<file path="config.mk">
export PLATFORM = sky130hd
export DESIGN_NAME = tnn_neuron_scheduler_flat
export DESIGN_NICKNAME = d
export VERILOG_FILES = /design/src/rtl/tnn_neuron_scheduler_pkg.sv /design/src/rtl/tnn_neuron_scheduler_if.sv /design/src/rtl/tnn_neuron_scheduler_route_table.sv /design/src/rtl/tnn_neuron_scheduler.sv /design/src/flat_wrapper.sv
export SDC_FILE = /design/constraint.sdc
export NUM_CORES = 1
export LEC_CHECK = 0
export ABC_AREA = 1
export BUFFER_PORTS_ARGS = -buffer_cell sky130_fd_sc_hd__clkbuf_2
export CORE_MARGIN = 1
export CORE_UTILIZATION = 45
export DETAILED_ROUTE_END_ITERATION = 12
export SYNTH_ARGS = -nofsm -noshare
export SYNTH_HDL_FRONTEND = slang
export SYNTH_HIERARCHICAL = 1
export SYNTH_SLANG_ARGS = --single-unit
</file>
<file path="constraint.sdc">
create_clock -name clk -period 5.3 [get_ports clk]
set_clock_uncertainty 0.05 [all_clocks]
set_input_delay 0.265 -clock clk [delete_from_list [all_inputs] [get_ports clk]]
set_output_delay 0.265 -clock clk [all_outputs]
set_load 0.005 [all_outputs]
</file>
<file path="src/rtl/tnn_neuron_scheduler_pkg.sv">
// Shared types and constants for the TNN neuron scheduler: operand widths,
// FSM state encoding, routing-table row layout and the feature-select helper.
package tnn_sched_pkg;

    localparam int FEAT_W = 3;
    localparam int IDX_W  = 4;
    localparam int CNT_W  = 4;

    typedef enum logic [1:0] {
        IDLE  = 2'd0,
        ISSUE = 2'd1,
        LAST  = 2'd2,
        DONE  = 2'd3
    } state_e;

    // Operand a sits at the LSBs so a cfg_data word maps straight onto a row.
    typedef struct packed {
        logic [IDX_W-1:0] e;
        logic [IDX_W-1:0] d;
        logic [IDX_W-1:0] c;
        logic [IDX_W-1:0] b;
        logic [IDX_W-1:0] a;
    } route_t;

    typedef struct packed {
        logic [FEAT_W-1:0] e;
        logic [FEAT_W-1:0] d;
        logic [FEAT_W-1:0] c;
        logic [FEAT_W-1:0] b;
        logic [FEAT_W-1:0] a;
    } operands_t;

    localparam route_t DEFAULT_ROUTE = '{e: 4'd4, d: 4'd3, c: 4'd2, b: 4'd1, a: 4'd0};

    // Select one feature from a vector padded to 2**IDX_W entries; indices
    // beyond the real feature count read as zero.
    function automatic logic [FEAT_W-1:0] pick_feat(
        input logic [(2**IDX_W)*FEAT_W-1:0] feats,
        input logic [IDX_W-1:0]             idx,
        input int                           num_feat
    );
        logic [FEAT_W-1:0] r;
        r = '0;
        for (int i = 0; i < 2**IDX_W; i++) begin
            if (idx == IDX_W'(i) && i < num_feat) r = feats[i*FEAT_W +: FEAT_W];
        end
        return r;
    endfunction

endpackage

</file>
<file path="src/rtl/tnn_neuron_scheduler_if.sv">
// Sample-in / result-out handshake bundle between the scheduler and its
// producer and downstream voter.
interface tnn_sched_if #(
    parameter int NUM_FEAT    = 11,
    parameter int NUM_NEURONS = 7
) ();
    logic                                      in_valid;
    logic                                      in_ready;
    logic [NUM_FEAT*tnn_sched_pkg::FEAT_W-1:0] in_feat;
    logic                                      out_valid;
    logic                                      out_ready;
    logic [NUM_NEURONS-1:0]                    out_bits;
    logic [tnn_sched_pkg::CNT_W-1:0]           out_count;

    // Scheduler side.
    modport slave (
        input  in_valid, in_feat, out_ready,
        output in_ready, out_valid, out_bits, out_count
    );

    // Producer / voter side.
    modport master (
        output in_valid, in_feat, out_ready,
        input  in_ready, out_valid, out_bits, out_count
    );
endinterface

</file>
<file path="src/rtl/tnn_neuron_scheduler_route_table.sv">
// Per-neuron routing table: one route_t row per logical neuron, synchronous
// write, combinational read, every row reset to the default route.
module tnn_route_table
    import tnn_sched_pkg::*;
#(
    parameter int NUM_NEURONS = 7
) (
    input  logic       clk,
    input  logic       rst,
    input  logic       we,
    input  logic [3:0] waddr,
    input  route_t     wdata,
    input  logic [3:0] raddr,
    output route_t     rdata
);

    route_t rows_q [NUM_NEURONS];

    // Row storage; a reset restores the default routing of every neuron.
    always_ff @(posedge clk) begin
        if (rst) begin
            // NOTE: this register file is reset explicitly because a reset mid-run must return the table to the default routing.
            for (int i = 0; i < NUM_NEURONS; i++) rows_q[i] <= DEFAULT_ROUTE;
        end else begin
            for (int i = 0; i < NUM_NEURONS; i++) begin
                if (we && waddr == 4'(i)) rows_q[i] <= wdata;
            end
        end
    end

    // Read port on the current neuron index; out-of-range reads give the default.
    always_comb begin
        rdata = DEFAULT_ROUTE;
        for (int i = 0; i < NUM_NEURONS; i++) begin
            if (raddr == 4'(i)) rdata = rows_q[i];
        end
    end

endmodule

</file>
<file path="src/rtl/tnn_neuron_scheduler.sv">
// Time-multiplexes one shared combinational TNN neuron core over NUM_NEURONS
// logical neurons: latches a sample, issues routed operands one neuron per
// cycle, captures each decision one cycle later and returns bits + count.
module tnn_neuron_scheduler
    import tnn_sched_pkg::*;
#(
    parameter int NUM_FEAT    = 11,
    parameter int NUM_NEURONS = 7
) (
    input  logic               clk,
    input  logic               rst,
    tnn_sched_if.slave         bus,
    input  logic               cfg_we,
    input  logic [3:0]         cfg_addr,
    input  logic [5*IDX_W-1:0] cfg_data,
    output logic               cfg_err,
    output logic [FEAT_W-1:0]  core_a,
    output logic [FEAT_W-1:0]  core_b,
    output logic [FEAT_W-1:0]  core_c,
    output logic [FEAT_W-1:0]  core_d,
    output logic [FEAT_W-1:0]  core_e,
    input  logic               core_out
);

    localparam logic [1:0] ST_IDLE  = IDLE;
    localparam logic [1:0] ST_ISSUE = ISSUE;
    localparam logic [1:0] ST_LAST  = LAST;
    localparam logic [1:0] ST_DONE  = DONE;

    logic [1:0]                 state_q, state_d;
    logic [3:0]                 k_q, k_d;
    logic [NUM_FEAT*FEAT_W-1:0] feat_q, feat_d;
    logic [NUM_NEURONS-1:0]     bits_q, bits_d;
    logic [CNT_W-1:0]           count_q, count_d;
    logic                       out_valid_q, out_valid_d;
    logic                       cfg_err_q, cfg_err_d;
    operands_t                  opnd_q, opnd_d;

    logic                       cfg_ok;
    logic [3:0]                 cap_idx;
    route_t                     route;
    logic [(2**IDX_W)*FEAT_W-1:0] feats_ext;

    assign feats_ext = {{((2**IDX_W) - NUM_FEAT)*FEAT_W{1'b0}}, feat_q};
    assign cap_idx   = k_q - 4'd1;

    // A write lands only while idle with no competing sample and a valid row.
    assign cfg_ok = cfg_we && (state_q == ST_IDLE) && !bus.in_valid
                    && (int'(cfg_addr) < NUM_NEURONS);

    tnn_route_table #(.NUM_NEURONS(NUM_NEURONS)) u_table (
        .clk   (clk),
        .rst   (rst),
        .we    (cfg_ok),
        .waddr (cfg_addr),
        .wdata (route_t'(cfg_data)),
        .raddr (k_q),
        .rdata (route)
    );

    // Next-state logic for the FSM, sample register, operands and accumulators.
    always_comb begin
        // NOTE: every target gets a hold default first so no path through the case infers a latch.
        state_d     = state_q;
        k_d         = k_q;
        feat_d      = feat_q;
        bits_d      = bits_q;
        count_d     = count_q;
        out_valid_d = out_valid_q;
        opnd_d      = opnd_q;
        cfg_err_d   = cfg_we && !cfg_ok;

        case (state_q)
            ST_IDLE: begin
                if (bus.in_valid) begin
                    feat_d  = bus.in_feat;
                    bits_d  = '0;
                    count_d = '0;
                    k_d     = 4'd0;
                    state_d = ST_ISSUE;
                end
            end
            ST_ISSUE: begin
                opnd_d.a = pick_feat(feats_ext, route.a, NUM_FEAT);
                opnd_d.b = pick_feat(feats_ext, route.b, NUM_FEAT);
                opnd_d.c = pick_feat(feats_ext, route.c, NUM_FEAT);
                opnd_d.d = pick_feat(feats_ext, route.d, NUM_FEAT);
                opnd_d.e = pick_feat(feats_ext, route.e, NUM_FEAT);
                // The core output now reflects the neuron issued last cycle.
                if (k_q != 4'd0) begin
                    for (int i = 0; i < NUM_NEURONS; i++) begin
                        if (cap_idx == 4'(i)) bits_d[i] = core_out;
                    end
                    count_d = count_q + {{(CNT_W-1){1'b0}}, core_out};
                end
                k_d = k_q + 4'd1;
                if (k_q == 4'(NUM_NEURONS - 1)) state_d = ST_LAST;
            end
            ST_LAST: begin
                for (int i = 0; i < NUM_NEURONS; i++) begin
                    if (cap_idx == 4'(i)) bits_d[i] = core_out;
                end
                count_d     = count_q + {{(CNT_W-1){1'b0}}, core_out};
                out_valid_d = 1'b1;
                state_d     = ST_DONE;
            end
            default: begin
                if (bus.out_ready) begin
                    out_valid_d = 1'b0;
                    state_d     = ST_IDLE;
                end
            end
        endcase
    end

    // State registers; synchronous reset aborts any transaction in flight.
    always_ff @(posedge clk) begin
        // NOTE: sequential state uses non-blocking assignments so all registers update from pre-edge values.
        if (rst) begin
            state_q     <= ST_IDLE;
            k_q         <= '0;
            feat_q      <= '0;
            bits_q      <= '0;
            count_q     <= '0;
            out_valid_q <= 1'b0;
            cfg_err_q   <= 1'b0;
            opnd_q      <= '0;
        end else begin
            state_q     <= state_d;
            k_q         <= k_d;
            feat_q      <= feat_d;
            bits_q      <= bits_d;
            count_q     <= count_d;
            out_valid_q <= out_valid_d;
            cfg_err_q   <= cfg_err_d;
            opnd_q      <= opnd_d;
        end
    end

    assign bus.in_ready  = (state_q == ST_IDLE) && !rst;
    assign bus.out_valid = out_valid_q;
    assign bus.out_bits  = bits_q;
    assign bus.out_count = count_q;
    assign cfg_err       = cfg_err_q;
    assign core_a        = opnd_q.a;
    assign core_b        = opnd_q.b;
    assign core_c        = opnd_q.c;
    assign core_d        = opnd_q.d;
    assign core_e        = opnd_q.e;

endmodule
</file>
<file path="src/flat_wrapper.sv">
// flat-port wrapper written by rule: the top's interface ports become plain ports
module tnn_neuron_scheduler_flat import tnn_sched_pkg::*;
#(
    parameter int NUM_FEAT    = 11,
    parameter int NUM_NEURONS = 7
)
  (clk, rst, cfg_we, cfg_addr, cfg_data, cfg_err, core_a, core_b, core_c, core_d, core_e, core_out, bus_in_valid, bus_in_feat, bus_out_ready, bus_in_ready, bus_out_valid, bus_out_bits, bus_out_count);
  tnn_sched_if #(.NUM_FEAT(NUM_FEAT), .NUM_NEURONS(NUM_NEURONS)) bus_i ();
  input  logic clk;
  input  logic rst;
  input  logic cfg_we;
  input  logic [3:0] cfg_addr;
  input  logic [5*IDX_W-1:0] cfg_data;
  output logic cfg_err;
  output logic [FEAT_W-1:0] core_a;
  output logic [FEAT_W-1:0] core_b;
  output logic [FEAT_W-1:0] core_c;
  output logic [FEAT_W-1:0] core_d;
  output logic [FEAT_W-1:0] core_e;
  input  logic core_out;
  input wire logic [$bits(bus_i.in_valid)-1:0] bus_in_valid;
  input wire logic [$bits(bus_i.in_feat)-1:0] bus_in_feat;
  input wire logic [$bits(bus_i.out_ready)-1:0] bus_out_ready;
  output wire logic [$bits(bus_i.in_ready)-1:0] bus_in_ready;
  output wire logic [$bits(bus_i.out_valid)-1:0] bus_out_valid;
  output wire logic [$bits(bus_i.out_bits)-1:0] bus_out_bits;
  output wire logic [$bits(bus_i.out_count)-1:0] bus_out_count;
  assign bus_i.in_valid = bus_in_valid;
  assign bus_i.in_feat = bus_in_feat;
  assign bus_i.out_ready = bus_out_ready;
  assign bus_in_ready = bus_i.in_ready;
  assign bus_out_valid = bus_i.out_valid;
  assign bus_out_bits = bus_i.out_bits;
  assign bus_out_count = bus_i.out_count;
  tnn_neuron_scheduler #(.NUM_FEAT(NUM_FEAT), .NUM_NEURONS(NUM_NEURONS)) u_core (.clk(clk), .rst(rst), .bus(bus_i), .cfg_we(cfg_we), .cfg_addr(cfg_addr), .cfg_data(cfg_data), .cfg_err(cfg_err), .core_a(core_a), .core_b(core_b), .core_c(core_c), .core_d(core_d), .core_e(core_e), .core_out(core_out));
endmodule
</file>
Yosys cells after proc, flatten, opt, wreduce, memory -nomap -nowiden
Memories as Yosys holds them, arrays and structs flattened.
Index checks and enable logic that the tools add are counted.
{ "op_classes": {"n_addsub": 3, "order_cmp": 1, "eq_ne": 73, "n_mux": 112, "bitwise_logic": 8, "reduce_logical": 35} }
{ "ops": {"columns": ["operator", "count"], "rows": [
  ["$mux W20", 14],
  ["$mux W3", 55],
  ["$eq A4 B3 Y1 const B", 29],
  ["$eq A4 B2 Y1 const B", 16],
  ["$eq A4 B4 Y1 const B", 15],
  ["$eq A4 B1 Y1 const B", 8],
  ["$logic_not A4 Y1", 8],
  ["$mux W1", 31],
  ["$pmux W7 S3", 1],
  ["$mux W7", 2],
  ["$logic_and A1 B1 Y1", 12],
  ["$pmux W4 S3", 1],
  ["$mux W4", 2],
  ["$pmux W4 S2", 1],
  ["$reduce_bool A4 Y1", 2],
  ["$or A1 B1 Y1", 7],
  ["$mux W2", 3],
  ["$pmux W2 S3", 1],
  ["$reduce_and A2 Y1", 3],
  ["$reduce_and A3 Y1", 2],
  ["$add A4 B1 Y4", 1],
  ["$add A4 B1 Y4 const B", 1],
  ["$lt A4 B3 Y1 const B", 1],
  ["$ne A2 B1 Y1 const B", 2],
  ["11 further kinds", 14]
]} }
{ "word_totals": {"register_bits": 67, "mem_bits_rw": 140, "inputBits": 63, "out_inout_bits": 29, "wordCells": 245, "mem_count": 1} }
{ "mem_list": {"columns": ["memory", "words", "word_bits", "rd", "rd_ports_with_merged_regs", "write_ports", "line", "source"], "rows": [
  ["u_core.u_table.rows_q", 7, 20, 7, 0, 7, "tnn_neuron_scheduler_route_table.sv:17", "route_t rows_q [NUM_NEURONS];"]
]} }

Longest topological paths before layout
Gate-level depths: netlist of run 1.
{ "depth": {"depth_word": 20, "mapped_depth": 18, "ltp_nobuf": 17} }

By module
The synthesis of run 1 kept the hierarchy.
{ "by_module_without_submodules": {"columns": ["mod", "instances", "cells_per_inst", "area_per_inst_um2"], "rows": [
  ["tnn_route_table", 1, 622, 6379.9],
  ["tnn_neuron_scheduler", 1, 754, 4528.1]
]} }

Least setup slack after synthesis of run 1
OpenSTA, ideal clock, no wires.
{ "synth_timing": {"path_type": "register to register", "start": "register u_core.state_q[0]", "end": "memory u_core/u_table/rows_q[6][0] (netlist name), enable pin", "setup_ps": 425, "arrival_time_ps": 2754, "required_ps": 4825, "setup_slack_ps": 2072, "stages_incl_launch_ff": 7, "path_buffers": 0, "synth_period_minus_slack_ps": 3228, "cell_sequence": "dfxtp_1 > inv_1 > ha_1 > nand3b_1 > a311oi_1 > nand3_1 > o21ai_0"} }
{ "synth_rtl": {"columns": ["element", "line", "source"], "rows": [
  ["from (decl)", "tnn_neuron_scheduler.sv:30", "logic [1:0] state_q, state_d;"],
  ["from (signal assigned)", "tnn_neuron_scheduler.sv:129", "state_q <= state_d;"],
  ["to (decl)", "tnn_neuron_scheduler_route_table.sv:17", null]
]} }

==> flow_metrics.env, run 1 <==
export IMPL_endpoint_kind="flip-flop"
export IMPL_final_area_sq_um=12820
export IMPL_relSlewSlack_pct=26.19
export IMPL_grt_overflow_total=0
export IMPL_pwr_density_cell_nw_per_um2=400.6
export IMPL_num_vias=9697
export IMPL_cts_root_buffer_cell="clkbuf_16"
export IMPL_diodes=0
export IMPL_io_pins=92
export IMPL_ant_nets=0
export IMPL_placed_cell_area_sq_um=11570
export IMPL_yosysTopAreaCell="edfxtp_1"
export IMPL_final_cell_mix="268 x nor2_1, 253 x nand2_1, 154 x nand3_1"
export IMPL_drc=0
export IMPL_cts_resized_gates=0
export IMPL_max_freq_ghz=0.2836
export IMPL_dieArea_sq_um=24870
export IMPL_setup_worst_path_class="reg -> reg"
export IMPL_gp_congestion=0.8911
export IMPL_clk_pin_slew_ps=60
export IMPL_syn_area_sq_um=10910
export IMPL_drt_first_pass_iters=5
export IMPL_layout_min_cycle_time_ps=3526
export IMPL_worstSkewPairLatency_ps=540
export IMPL_vias_per_cell=5.287
export IMPL_cts_htree_levels=1
export IMPL_avgRoutedWirePerCell_um=17.65
export IMPL_clockPowerShare_pct=33.2
export IMPL_r2r_slack_ps=1770
export IMPL_startpoint_type="flip-flop"
export IMPL_switching_power_mw=1.837
export IMPL_antenna_found_initial=0
export IMPL_clock_sinks=207
export IMPL_layout_commonest_cell="nor2_1"
export IMPL_final_setup_tns_ps=0
export IMPL_die_h_um=157.7
export IMPL_fin_crit_sh_pct=66.52
export IMPL_grt_pass1_wl_mm=49.98
export IMPL_grt_use_total_pct=26.54
export IMPL_drtIter0Drc=559
export IMPL_drv_cap=0
export IMPL_dp_hpwl_mm=22.18
export IMPL_layout_drive_gt1_share_pct=13.80
export IMPL_worstPathArrival_ps=3940
export IMPL_grt_pass1_vias=9156
export IMPL_irDropWorstVdd_v=0.0002433
export IMPL_intPower_mw=3.300
export IMPL_worstPathRequired_ps=5720
export IMPL_seqPwrFrac_pct=39.8
export IMPL_syn_to_final_growth_pct=17.55
export IMPL_postCtsHoldBufs=43
export IMPL_yosysWarnings=6
export IMPL_grt_max_degree=52
export IMPL_cts_buffers=25
export IMPL_yosysTopAreaCellShare_pct=38.54
export IMPL_synth_seq_cells=207
export IMPL_leakagePower_nw=5.107
export IMPL_clock_path_buffers=3
export IMPL_hold_violations=0
export IMPL_avgSynthCellArea_sq_um=7.927
export IMPL_io_buffers=91
export IMPL_setup_violations=0
export IMPL_yosys_cell_types_count=37
export IMPL_nets=1570
export IMPL_finalMaxSlewViolations=0
export IMPL_syn_inst=1376
export IMPL_outcome="finished clean"
export IMPL_synth_seq_area_share_pct=50.84
export IMPL_cts_tree="yes"
export IMPL_fp_dieW_um=157.7
export IMPL_synth_fp_nets=1450
export IMPL_start_util_pct=46.20
export IMPL_postCtsSetupBuffers=0
export IMPL_num_rows=56
export IMPL_tightest_slew_ps=1104
export IMPL_crit_fanout=18
export IMPL_wl_mm=32.37
export IMPL_hold_class="in -> reg"
export IMPL_rsz0062_at_grt="no"
export IMPL_synthTopCellsByArea="edfxtp_1 39%, dfxtp_1 12%, nor2_1 9.2%"
export IMPL_p_comb_share_pct=27.0
export IMPL_coreArea_sq_um=23610
export IMPL_switching_share_pct=35.76
==> cell type report <==
type | count | area (sq um)
flip-flops and latches | 207 | 5545
well taps | 319 | 399.1
inverters | 168 | 633.1
repair buffers | 143 | 953.4
clock inverters | 17 | 176.4
fillers | 2297 | 10790
multi-input cells | 951 | 4474
clock buffers | 29 | 640.6
==> routing by layer <==
metal | up-vias | GRT usage, % | part of all wire [%]
met3 | 63 | 3.613 | 5.9
met5 | - | 2.070 | 0.20
met4 | 2 | 9.570 | 3.1
met2 | 293 | 46.53 | 48
li1 | 4782 | - | -
met1 | 4557 | 33.06 | 42
==> worst paths after layout <==
check,from,end,cells past startpoint
hold / removal,cfg_data[11],u_core/u_table/rows_q[6][11]$_SDFFCE_PP0P_,3
hold reg to reg,u_core/bus.out_bits[0]$_SDFFE_PP0P_,u_core/bus.out_bits[0]$_SDFFE_PP0P_,2
setup reg to reg,u_core/k_q[0]$_SDFFE_PP0P_,u_core/core_d[1]$_SDFFE_PP0P_,16
setup / recovery,u_core/k_q[0]$_SDFFE_PP0P_,u_core/core_d[1]$_SDFFE_PP0P_,16
==> cell families (layout without fill, tap and decap cells) <==
group | count (synthesis) | in the layout | share of synthesized area [%]
xor+xnor | 2 | 2 | 0.1606
flops | 207 | 207 | 50.84
simple gates | 803 | 803 | 33.07
buf+inv | 218 | 357 | 8.179
fa+ha+maj | 11 | 11 | 1.262
compound gates | 135 | 135 | 6.492
==> power by group through the flow <==
stage | clock (mW) | sequential, mW | combinational [mW]
after floorplan | 0 | 2.01 | 0.968
after global placement | 0 | 2.07 | 1.34
after detailed placement | 0 | 2.07 | 1.36
after CTS | 1.74 | 2.04 | 1.38
after global routing | 1.80 | 2.06 | 1.56
final | 1.71 | 2.04 | 1.39
==> sequential cells by signal, summed over array words and instances, names as in the netlist <==
register               flops
u_core/bus.out_bits        7
u_core/k_q                 4
u_core/state_q             2
u_core/bus.out_count       4
u_core/cfg_err             1
u_core/core_e              3
u_core/bus.out_valid       1
u_core/u_table/rows_q    140
u_core/core_a              3
u_core/core_b              3
u_core/core_c              3
u_core/feat_q             33
u_core/core_d              3
==> cell usage after synthesis, drive strengths merged <==
master,instances
nor3,22
xnor2,1
clkbuf,17
or2,4
o311ai,1
clkinv,2
o31ai,2
a21oi,53
a311oi,1
a211oi,1
buf,33
nand4,50
inv,166
nand3,158
nand3b,18
dfxtp,67
xor2,1
ha,11
nor4,1
edfxtp,140
nand2,257
o21ai,76
nor2,293
a21o,1
==> critical path, stage by stage (launching register included) <==
cell and delay, ps:
dfxtp_1 300, buf_4 260, inv_2 150, nor2_2 520
buf_4 340, nand3b_1 90, nand2_1 80, inv_1 40
nand4_1 80, nand2_1 310, nor2_2 290, inv_2 50
nor3_1 450, nand2_1 100, nand4_1 130, nand2_1 60
a21oi_1 130
==> metrics by stage <==
step | cells | hold slack (ps) | setup WS, ps | power, mW | util (%)
floorplan | 1376 | 346.1 | 2072 | 2.975 | -
global placement | 1745 | 400.0 | 1907 | 3.417 | 49.02
detailed placement | 1745 | 404.6 | 1800 | 3.427 | 49.02
CTS | 1834 | 3.186 | 1759 | 5.166 | 54.30
global route | 1834 | 24.42 | 1449 | 5.418 | 54.30
finish | 1834 | 21.01 | 1774 | 5.136 | 54.30
Note: power is estimated with default switching activity, not from simulation.
==> run 2, diff against run 1 <==
--- a/config.mk
+++ b/config.mk
@@ -5,11 +5,12 @@
 export SDC_FILE = /design/constraint.sdc
 export NUM_CORES = 1
 export LEC_CHECK = 0
-export ABC_AREA = 1
+export ABC_AREA = 0
 export BUFFER_PORTS_ARGS = -buffer_cell sky130_fd_sc_hd__clkbuf_2
 export CORE_MARGIN = 1
 export CORE_UTILIZATION = 45
 export DETAILED_ROUTE_END_ITERATION = 12
+export PLACE_DENSITY = 0.65
 export SYNTH_ARGS = -nofsm -noshare
 export SYNTH_HDL_FRONTEND = slang
 export SYNTH_HIERARCHICAL = 1
==> constraint.sdc (replaced) <==
create_clock -name clk -period 2.91 [get_ports clk]
set_clock_uncertainty 0.05 [all_clocks]
set_input_delay 0.1455 -clock clk [delete_from_list [all_inputs] [get_ports clk]]
set_output_delay 0.1455 -clock clk [all_outputs]
set_load 0.005 [all_outputs]
==> flow_metrics.env, run 2 <==
export IMPL_outcome="finished clean"
export IMPL_r2r_end="u_core/core_a[0]$_SDFFE_PP0P_"
export IMPL_io_pins=92
export IMPL_diodes=0
export IMPL_grt_overflow_total=0
export IMPL_irDropWorstVdd_v=0.0003643
export IMPL_wl_mm=31.16
export IMPL_syn_area_sq_um=11020
export IMPL_hold_ws_ps=18.31
export IMPL_cts_root_buffer_cell="clkbuf_16"
export IMPL_layout_min_cycle_time_ps=2775
export IMPL_final_area_sq_um=13430
export IMPL_max_freq_ghz=0.3604
export IMPL_fin_crit_sh_pct=95.36
export IMPL_r2r_slack_ps=130
export IMPL_worstPathRequired_ps=3280
export IMPL_hold_depth=3
export IMPL_hold_end="u_core/u_table/rows_q[6][3]$_SDFFCE_PP0P_"
export IMPL_multiInputGateArea_sq_um=4957
export IMPL_worstPathArrival_ps=3140
export IMPL_cts_htree_levels=1
export IMPL_ant_nets=0
export IMPL_drt_first_pass_iters=5
export IMPL_min_from="cfg_data[3]"
export IMPL_avgRoutedWirePerCell_um=18.82
export IMPL_cts_buffers=24
export IMPL_finalMaxSlewViolations=0
export IMPL_rsz0062_at_grt="no"
export IMPL_synth_fp_nets=1231
export IMPL_place_ws_ps=65.13
export IMPL_vias_per_cell=5.592
export IMPL_reg2reg_from="u_core/k_q[1]$_SDFFE_PP0P_"
export IMPL_drtIter0Drc=926
export IMPL_yosysTopAreaCellShare_pct=38.16
export IMPL_gp_congestion=0.8835
export IMPL_worstSkewPairLatency_ps=540
export IMPL_drc=0
export IMPL_layout_commonest_cell="nor2_1"
export IMPL_die_h_um=158.5
export IMPL_syn_inst=1157
export IMPL_dp_hpwl_mm=22.22
export IMPL_drv_cap=0
export IMPL_clock_sinks=207
export IMPL_clk_pin_slew_ps=60
export IMPL_syn_to_final_growth_pct=21.94
export IMPL_layout_setup_ws_ps=134.9
export IMPL_startpoint_type="flip-flop"
export IMPL_pwr_density_cell_nw_per_um2=661.4
export IMPL_num_rows=56
export IMPL_final_cell_mix="164 x nor2_1, 160 x nand2_1, 140 x edfxtp_1"
export IMPL_avgSynthCellArea_sq_um=9.522
export IMPL_setup_worst_path_class="reg -> reg"
export IMPL_fp_dieW_um=158.5
export IMPL_synth_seq_cells=207
export IMPL_synthTopCellsByArea="edfxtp_1 38%, dfxtp_1 12%, nor2_1 5.6%"
export IMPL_start_util_pct=46.38
export IMPL_grt_use_total_pct=25.27
export IMPL_regMostFlops="u_core/u_table/rows_q"
export IMPL_yosysTopAreaCell="edfxtp_1"
export IMPL_yosysMostFrequentCell="nor2_1"
export IMPL_leakagePower_nw=4.969
export IMPL_hold_violations=0
export IMPL_crit_fanout=8
export IMPL_clock_path_buffers=3
export IMPL_nets=1393
export IMPL_io_buffers=91
export IMPL_antenna_found_initial=0
export IMPL_num_vias=9260
export IMPL_relSlewSlack_pct=24.28
export IMPL_async_flop_share_pct=0
export IMPL_grt_max_degree=36
export IMPL_postCtsSetupBuffers=0
export IMPL_grt_pass1_wl_mm=48.67
export IMPL_grt_pass1_vias=8749
export IMPL_yosys_most_used_dff="edfxtp_1"
export IMPL_layout_drive_gt1_share_pct=18.77
export IMPL_r2r_cells=9
export IMPL_cts_tree="yes"
export IMPL_endpoint_kind="flip-flop"
export IMPL_setup_violations=0
export IMPL_regArea_sq_um=5548
export IMPL_num_fill_cells=2054
export IMPL_dieArea_sq_um=25110
export IMPL_hold_class="in -> reg"
export IMPL_synthTopCellsByCount="164 x nor2_1, 161 x nand2_1, 140 x edfxtp_1, 81 x a21oi_1, 67 x dfxtp_1"
export IMPL_tightest_slew_ps=1136
export IMPL_placed_cell_area_sq_um=12200
export IMPL_yosys_cell_types_count=74
export IMPL_yosysWarnings=6
export IMPL_largest_reg_flops=140
export IMPL_synth_edf_count=140
export IMPL_synth_seq_area_share_pct=50.34
export IMPL_coreArea_sq_um=23750
export IMPL_final_setup_tns_ps=0
[run 2: final cells by class]
type	instances	area share (%)
clock inverter	12	1.024
sequential	207	41.30
inverter	42	1.174
timing repair buffer	214	11.87
tap	319	2.971
clock buffer	32	4.769
multi-input combinational	830	36.90
[run 2: kinds of logic (layout without fill, tap and decap cells)]
| family | count (synthesis) | after routing | synth area share (%) |
|---|---|---|---|
| adder cells (fa/ha/maj) | 11 | 11 | 1.249 |
| multiplexers | 66 | 66 | 7.473 |
| AO/OA/AOI/OAI | 261 | 261 | 14.96 |
| flip-flops | 207 | 207 | 50.34 |
| AND/OR/NAND/NOR | 492 | 492 | 20.98 |
| buffers and inverters | 120 | 300 | 5.009 |
[run 2: critical path, stage by stage, from the launching register on]
cell	delay, ps
dfxtp_1	360
or4b_4	600
o21ai_0	110
a31oi_1	110
o22ai_2	220
mux4_2	520
and2_0	160
a21oi_1	190
o21ai_1	110
a32o_1	220
[run 2: where the power goes]
part | internal [mW] | total [mW] | switching, mW
Clock | 1.74 | 2.95 | 1.22
Sequential | 3.35 | 3.61 | 0.262
Combinational | 0.990 | 2.32 | 1.33
[run 2: how the worst max path moves through the flow]
stage                              startpoint                                         to  slack [ps]  cells after the start
6_report           u_core/k_q[1]$_SDFFE_PP0P_              u_core/core_a[0]$_SDFFE_PP0P_         130                      9
5_1_grt            u_core/k_q[1]$_SDFFE_PP0P_              u_core/core_e[2]$_SDFFE_PP0P_           1                     10
4_1_cts            u_core/k_q[2]$_SDFFE_PP0P_              u_core/core_a[1]$_SDFFE_PP0P_          30                     10
3_5_place_dp       u_core/k_q[2]$_SDFFE_PP0P_              u_core/core_a[1]$_SDFFE_PP0P_          70                     10
3_3_place_gp       u_core/k_q[0]$_SDFFE_PP0P_              u_core/core_a[1]$_SDFFE_PP0P_         130                     12
2_1_floorplan  u_core/state_q[0]$_SDFFE_PP0P_  u_core/u_table/rows_q[1][0]$_SDFFCE_PN0P_          50                     10
[run 2: what timing repair did]
action | CTS | global route
setup endpoints to repair | 0 | 10
hold buffers | 43 | 0
gates resized for setup | 0 | 8
hold endpoints to repair | 77 | 0
[run 2: stage by stage]
stage	power [mW]	util (%)	instances
after global placement	5.882	51.38	1569
final	8.886	56.56	1656
after global routing	9.291	56.56	1656
after CTS	8.900	56.47	1656
after detailed placement	5.911	51.38	1569
after floorplan	5.111	-	1157
[run 2: routing by layer]
metal	part of all wire [%]	routed length [um]	track usage, %
met5	0	0	0
met4	2.8	863	7.784
met3	5.9	1848	2.912
met2	47	14510	41.56
met1	45	13940	34.88
